<file path="config.mk">
export PLATFORM = sky130hd
export DESIGN_NAME = pr_elastic
export DESIGN_NICKNAME = d
export VERILOG_FILES = /design/src/rtl/pr_elastic.sv
export SDC_FILE = /design/constraint.sdc
export NUM_CORES = 1
export LEC_CHECK = 0
export CAP_MARGIN = 20
export CORE_AREA = 2 2 85 87
export DETAILED_ROUTE_END_ITERATION = 10
export DIE_AREA = 0 0 87 89
export PLACE_DENSITY = 0.75
export SYNTH_ARGS = -nofsm -noshare
export SYNTH_HDL_FRONTEND = slang
export SYNTH_SLANG_ARGS = --single-unit
</file>
<file path="constraint.sdc">
create_clock -name clk -period 5.3 [get_ports clk]
set_input_delay 1.06 -clock clk [delete_from_list [all_inputs] [get_ports clk]]
set_output_delay 1.06 -clock clk [all_outputs]
set_load 0.05 [all_outputs]
</file>
<file path="src/rtl/pr_elastic.sv">
// rtl/pr_elastic.sv - elastic pipeline register with 2-entry skid buffer, stall and flush
// Optional perf counters (bp_cycles, stall_cycles) are enabled by defining PR_ELASTIC_PERF_EN.
module pr_elastic #(
    parameter int WIDTH      = 32,
    parameter bit FLUSH_ZERO = 1'b1
) (
    input  logic             clk,
    input  logic             rst,
    input  logic             i_stall,
    input  logic             i_flush,
    input  logic             in_valid,
    output logic             in_ready,
    input  logic [WIDTH-1:0] in_data,
    output logic             out_valid,
    input  logic             out_ready,
    output logic [WIDTH-1:0] out_data,
    output logic [1:0]       occupancy
`ifdef PR_ELASTIC_PERF_EN
    ,
    output logic [31:0]      bp_cycles,
    output logic [31:0]      stall_cycles
`endif
);

    typedef enum logic [1:0] {
        ST_EMPTY = 2'd0,
        ST_ONE   = 2'd1,
        ST_FULL  = 2'd2
    } state_t;

    state_t           state_q;
    logic [WIDTH-1:0] main_q;
    logic [WIDTH-1:0] skid_q;
    logic             active;
    logic             acc;
    logic             rel;

    // Handshake outputs depend only on state and hazard controls, never on out_ready.
    assign active    = ~i_stall & ~i_flush;
    assign in_ready  = (state_q != ST_FULL) & active;
    assign out_valid = (state_q != ST_EMPTY) & active;
    assign acc       = in_valid & in_ready;
    assign rel       = out_valid & out_ready;
    assign out_data  = main_q;
    assign occupancy = state_q;

    always_ff @(posedge clk or posedge rst) begin
        if (rst) begin
            state_q <= ST_EMPTY;
            main_q  <= '0;
            skid_q  <= '0;
        end else if (i_flush) begin
            state_q <= ST_EMPTY;
            if (FLUSH_ZERO) begin
                main_q <= '0;
                skid_q <= '0;
            end
        end else if (!i_stall) begin
            case (state_q)
                ST_EMPTY: begin
                    if (acc) begin
                        state_q <= ST_ONE;
                        main_q  <= in_data;
                    end
                end
                ST_ONE: begin
                    if (acc && rel) begin
                        main_q <= in_data;
                    end else if (acc) begin
                        state_q <= ST_FULL;
                        skid_q  <= in_data;
                    end else if (rel) begin
                        state_q <= ST_EMPTY;
                    end
                end
                ST_FULL: begin
                    if (rel) begin
                        state_q <= ST_ONE;
                        main_q  <= skid_q;
                    end
                end
                default: state_q <= ST_EMPTY;
            endcase
        end
    end

`ifdef PR_ELASTIC_PERF_EN
    logic bp_hit;

    assign bp_hit = (state_q != ST_EMPTY) & ~out_ready & active;

    // Counters saturate and survive flush; only reset clears them.
    always_ff @(posedge clk or posedge rst) begin
        if (rst) begin
            bp_cycles    <= '0;
            stall_cycles <= '0;
        end else begin
            if (bp_hit && (bp_cycles != 32'hFFFF_FFFF)) begin
                bp_cycles <= bp_cycles + 32'd1;
            end
            if (i_stall && (stall_cycles != 32'hFFFF_FFFF)) begin
                stall_cycles <= stall_cycles + 32'd1;
            end
        end
    end
`endif

endmodule

</file>
==> run metrics, run 1 <==
worst-margin pin slew=a little over 1 ns; final period utilization=roughly 71%; Tot GR Track Use=about a fifth; crit path kind=primary input to primary output; Mean Syn Cell Area=approximately 11 sq um; row cnt=30; Max-slew headroom=30.9%; Critical Path AT=approximately 2.7 ns; mapped cell area=0.00313 sq mm; H-tree depth=3; final setup fails=0; clock skew=just under 0.008 ns; initial antenna violation count=0; Pins Over Slew Limit=0; Synth Register Bits=66; Final ANT Viol Nets=0; clock buffer depth=2; vias in the first global route=between 2,000 and 2,500; Yosys warning count=0; total clock sinks=between 60 and 70; Max-cap violations=0; required time of the critical path=approximately 4.2 ns; Seq/Total Area, Yosys=a little over half; CTS tree=done; final count of hold timing violations=0; Final #Nets=between 300 and 400; startpoint types=primary input; # DRC=0; drt via density=5.41; buffers added on ports=73; # diodes=0; initial DRC count=between 150 and 200; Clock Pin Slew Worst Setup and Hold Paths=about 0.07 ns; Resize count post-CTS=0; dpl cells=around 420; post-synthesis cell count=around 280; Fillers=563; first-pass GRT wire length=around 11,000 microns; Fin Setup TNS=0 ns; wire per inst=15.7 microns; IO Pins=between 70 and 80; area of the die=0.00774 sq mm; Starting Density=46.5%; P per Cell Area=slightly above 300 mW/mm^2; Post-synth EDFFs=0; Skew-Pair Late Insertion Delay=approximately 0.34 ns; run status=finished clean; crit path max fanout=6; hold slack=about 0.49 ns; Synth-to-Final Area Change=29.6%; via count=around 2,300; DPL Wire Length=approximately 4300 microns; setup slack after layout=between 1.5 and 2 ns; Synth Flop Type=dfrtp_1; die width=approximately 87 microns; Power, Total=around 0.0012 W; RSZ-0062 raised after global routing=no; post-place setup slack=~1.6 ns; worst vdd ir=0.171 mV; Net Count, Synth=about 320; Final GP Congestion=0.722; cts hold-fix bufs=0; height of the chip=about 90 microns; Final Non-Filler Cells=roughly 430; layout cells sized above 1=10.7%; core box area=0.00672 sq mm; gr ovfl total=0; Worst Setup End Kind=primary output; library cells used by synthesis=32; post-CTS setup buffers=0; Hold Path Class=flop to flop; ys async rst share=100%; Initial DRT Pass Iterations=4; Routed WL=between 6000 and 7000 microns; largest net degree at the start of global routing=42; TritonCTS buffer count=9; Fmax=~0.27 GHz; CTS root buf=clkbuf_8; Leak=around 1.6 nW; fin crit period=roughly 3.7 ns
[stage by stage]
stage	area [sq um]	util (%)
after floorplan	3130	-
after global placement	3860	57.4
after detailed placement	3860	57.4
after CTS	4050	60.3
after global routing	4050	60.3
final	4050	60.3
[per-layer routing]
layer  GRT usage, %  vias up  routed length, microns
met5              0        -                       0
li1               -     1127                       -
met2           30.0       67                    3210
met3           5.36        9                     319
met4           8.10        0                      87
met1           25.3     1144                    3200
[state kept, by name (all words and copies together), names as in the netlist]
register   flops
skid_q        32
out_data      32
occupancy      2
[cell families (layout without fill, tap and decap cells)]
family	Yosys count	count (layout)	share of synthesized area [%]
buffers and inverters	25	97	4.84
DFF	66	66	52.8
AOI/OAI and AO/OA	72	72	18.3
muxes	33	33	10.6
and+or+nand+nor	82	82	11.8
adders and majority gates	4	4	1.60
[cells in the mapped netlist, drive strengths merged (2+ instances only)]
cell type / count / area (sq um)
a211oi: 2 / 25.0
a21oi: 33 / 169
and2b: 2 / 15.0
buf: 14 / 110
clkbuf: 7 / 26.3
dfrtp: 66 / 1650
ha: 4 / 50.1
inv: 4 / 15.0
mux2i: 32 / 320
nand2: 66 / 250
nand3: 2 / 10.0
nor2: 3 / 11.3
nor3: 2 / 10.0
o2bb2ai: 32 / 330
[final timing paths]
check                              from            to  slack, ns  depth (start not counted)
max                             i_stall      in_ready       1.56                          3
min                        out_data[22]  out_data[22]       0.49                          1
max reg2reg                occupancy[0]  out_data[20]       2.59                          7
min reg2reg                out_data[22]  out_data[22]       0.49                          1
max in group asynchronous           rst  out_data[13]       3.28                          3
min in group asynchronous           rst    skid_q[23]       1.10                          2
[critical path: stages]
cell	delay, ns
clkdlybuf4s50_1	0.55
nor3_1	0.22
clkdlybuf4s50_1	0.85
[report_power, final]
group / switching (W) / total [W] / internal, W
sequential: 0.0000178 / 0.000547 / 0.000530
combinational: 0.000170 / 0.000268 / 0.0000983
clock: 0.000184 / 0.000412 / 0.000229
[layout make-up]
class | instances | area (sq um) | area share, %
clock buffers | 11 | 141 | 3.49
clock inverters | 5 | 53.8 | 1.33
inverters | 4 | 15.0 | 0.371
multi-input cells | 191 | 1330 | 32.9
flip-flops and latches | 66 | 1650 | 40.8
well taps | 80 | 100 | 2.47
repair buffers | 77 | 756 | 18.7
[placed cells by master (no fill, tap or decap), types with 3 or more instances in the layout]
master,n
ha_1,3
clkinv_2,3
dfrtp_1,66
inv_1,3
nor2_1,3
clkbuf_8,10
nand2_1,65
o2bb2ai_1,24
buf_4,4
mux2i_1,32
clkdlybuf4s50_1,72
a21oi_1,32
o2bb2ai_2,8
No activity file was read; power rests on OpenSTA's default activity.
==> inputs of run 2 (changes only) <==
Settings changed: CORE_AREA 2 2 85 87 to 2 2 87 89, DIE_AREA 0 0 87 89 to 0 0 89 91, PLACE_DENSITY 0.75 to 0.74.
Clock period 5.3 ns to 3.33 ns, I/O delays scaled along.
==> run 2 against run 1 <==
Worst hold slack worse by 0.0022 ns. Via count rose by 0.68%. Non-clock buffer count up 5. Global-route usage shrank 0.62 points.
==> run metrics, run 2 (synthesis gave the netlist of run 1 again) <==
run status=finished clean (unchanged); Final Non-Filler Cells=457 (was 434); Starting Density=43.8% (was 46.5%); Pins Over Slew Limit=0 (unchanged); # diodes=0 (unchanged); wire per inst=15.9 microns (was 15.7 microns); cts hold-fix bufs=0 (unchanged); IO Pins=74 (unchanged); Final GP Congestion=0.742 (was 0.722); CTS tree=done (unchanged); Reg-to-Reg Start=occupancy[0] (unchanged); final period utilization=88.2%; RSZ-0062 raised after global routing=no (unchanged); H-tree depth=3 (unchanged); final instance area=0.00414 sq mm (was 0.00405 sq mm); die width=89 microns (was 87 microns); r2r setup slk=0.77 ns (was 2.59 ns); Fin Setup TNS=0 ns (unchanged); Synth-to-Final Area Change=32.5% (was 29.6%); Crit path largest cell delay=0.83 ns (was 0.85 ns); Layout Utilization=58.1% (was 60.3%); dpl cells=442 (was 418); fin crit period=2.94 ns; layout cells sized above 1=12.3% (was 10.7%); Psw=0.000618 W (was 0.000371 W); Hold Path Class=flop to flop (unchanged); Hold Path Cell Cnt=1 (unchanged); # DRC=0 (unchanged); Final ANT Viol Nets=0 (unchanged); Critical Path AT=2.27 ns (was 2.68 ns); startpoint types=primary input (unchanged); Initial DRT Pass Iterations=4 (unchanged); switching share of power=30.2% (about the same); Final #Nets=396 (was 391); clock buffer depth=2 (unchanged); Leak=1.63 nW (was 1.60 nW); clock skew=0.00670 ns (was 0.00780 ns); area of the die=0.00810 sq mm (was 0.00774 sq mm); Fmax=roughly 0.34 GHz; Post-DP Area=0.00393 sq mm (was 0.00386 sq mm); Fillers=645 (was 563); core box area=0.00714 sq mm (was 0.00672 sq mm); post-CTS setup buffers=0 (unchanged); initial antenna violation count=0 (unchanged); worst-margin pin slew=0.784 ns (was 1.03 ns); Worst Setup End Kind=primary output (unchanged); first-pass GRT wire length=11,900 microns (was 11,500 microns); setup slack after layout=0.392 ns (was 1.56 ns); most used cell, CP=clkdlybuf4s50_1 (unchanged); post-place setup slack=0.396 ns (was 1.57 ns); most common cell after layout, fill and taps aside=clkdlybuf4s50_1 (unchanged); crit path kind=primary input to primary output (unchanged); clock power share=36.0% (was 33.6%); total clock sinks=66 (unchanged); Int Pwr=0.00143 W (was 0.000856 W); buffers added on ports=73 (unchanged); TritonCTS buffer count=9 (unchanged); Skew-Pair Late Insertion Delay=0.33 ns (was 0.34 ns); Logic pwr share=21.4% (was 21.8%); Routed WL=7270 microns (was 6820 microns); largest net degree at the start of global routing=41 (was 42); commonest non-fill, non-tap cells in the layout=71 x clkdlybuf4s50_1, 66 x dfrtp_1, 65 x nand2_1, 32 x mux2i_1, 32 x a21oi_1 (was 72 x clkdlybuf4s50_1, 66 x dfrtp_1, 65 x nand2_1, 32 x mux2i_1, 32 x a21oi_1); initial DRC count=104 (was 193); hold_sp=out_data[19] (was out_data[22]); capture point of the worst reg-to-reg path=out_data[30] (was out_data[20]); P per Cell Area=493 mW/mm^2 (was 303 mW/mm^2); Tot GR Track Use=18.6% (was 19.2%); row cnt=31 (was 30); CTS root buf=clkbuf_8 (unchanged); required time of the critical path=2.66 ns (was 4.24 ns); drt via density=5.17 (was 5.41); cell count of the worst reg-to-reg path=7 (unchanged); Resize count post-CTS=0 (unchanged); vias in the first global route=2,456 (was 2,351); CP max stage cell=clkdlybuf4s50_1 (unchanged); Max-cap violations=0 (unchanged); DPL Wire Length=4640 microns (was 4330 microns); final count of hold timing violations=0 (unchanged); via count=2,363 (was 2,347); Max-slew headroom=47.5% (was 30.9%); register share of total power=42.6% (was 44.6%); crit path max fanout=6 (unchanged); height of the chip=91 microns (was 89 microns); final setup fails=0 (unchanged); CP Cell Sequence=clkdlybuf4s50_1 -> nor3_1 -> clkdlybuf4s50_1 (unchanged); gr ovfl total=0 (unchanged); Clock Pin Slew Worst Setup and Hold Paths=0.07 ns (about the same); Hold EP=out_data[19] (was out_data[22]); worst vdd ir=0.225 mV (was 0.171 mV)
-- run 2: cell types whose count changed in the layout (fill, tap and decap cells not counted) --
cell / change
buf_4: +5
clkinv_2: -3
clkinvlp_4: +2
buf_12: +1
bufinv_16: +1
clkbuf_1: -1
clkbuf_8: -1
clkdlybuf4s50_1: -1
clkinv_4: +1
-- run 2: stage by stage --
stage                     power (W)  hold slack (ns)
final                       0.00204            0.487
after global routing        0.00212            0.514
after CTS                   0.00206            0.493
after detailed placement    0.00132            0.473
after global placement      0.00132            0.470
after floorplan             0.00116            0.501
-- run 2: power by group through the flow --
stage	Combinational (W)	Sequential, W	Clock (W)
final	0.000437	0.000870	0.000735
after global routing	0.000463	0.000876	0.000781
after CTS	0.000443	0.000871	0.000750
after detailed placement	0.000440	0.000884	0
after global placement	0.000436	0.000885	0
after floorplan	0.000147	0.00101	0
-- run 2: worst max-delay path by stage --
stage,start,to,slack (ns),cells past startpoint
after floorplan,occupancy[0],in_ready,0.08,5
after CTS,i_stall,out_valid,0.39,3
after detailed placement,i_stall,out_valid,0.40,3
after global placement,i_stall,out_valid,0.41,3
final,i_stall,out_valid,0.39,3
after global routing,i_stall,out_valid,0.34,3
-- run 2: critical path: cells and delay by family --
family / cells / cell delay [ns]
and+or+nand+nor: 1 / 0.23
buffers and inverters: 2 / 1.38
-- run 2: layer usage --
layer | vias to the layer above | global-route usage (%) | share of wire [%]
li1 | 1135 | - | -
met2 | 61 | 29.3 | 48
met3 | 13 | 3.73 | 3.9
met4 | 0 | 6.09 | 1.6
met1 | 1154 | 25.7 | 47
met5 | - | 0 | 0
-- run 2: area by class of cell --
| type | count | area, sq um | share of cell area (%) |
|---|---|---|---|
| Clock buffer | 9 | 124 | 2.99 |
| Inverter | 4 | 15.0 | 0.362 |
| Sequential cell | 66 | 1650 | 39.9 |
| Multi-Input combinational cell | 191 | 1330 | 32.2 |
| Clock inverter | 6 | 92.6 | 2.23 |
| Timing Repair Buffer | 82 | 803 | 19.4 |
| Tap cell | 99 | 124 | 2.99 |
==> inputs of run 3 (changes only) <==
Settings changed: CAP_MARGIN 20 to 25.
==> results of run 3 <==
The final DEF is identical to that of run 2; final timing and power are the same.
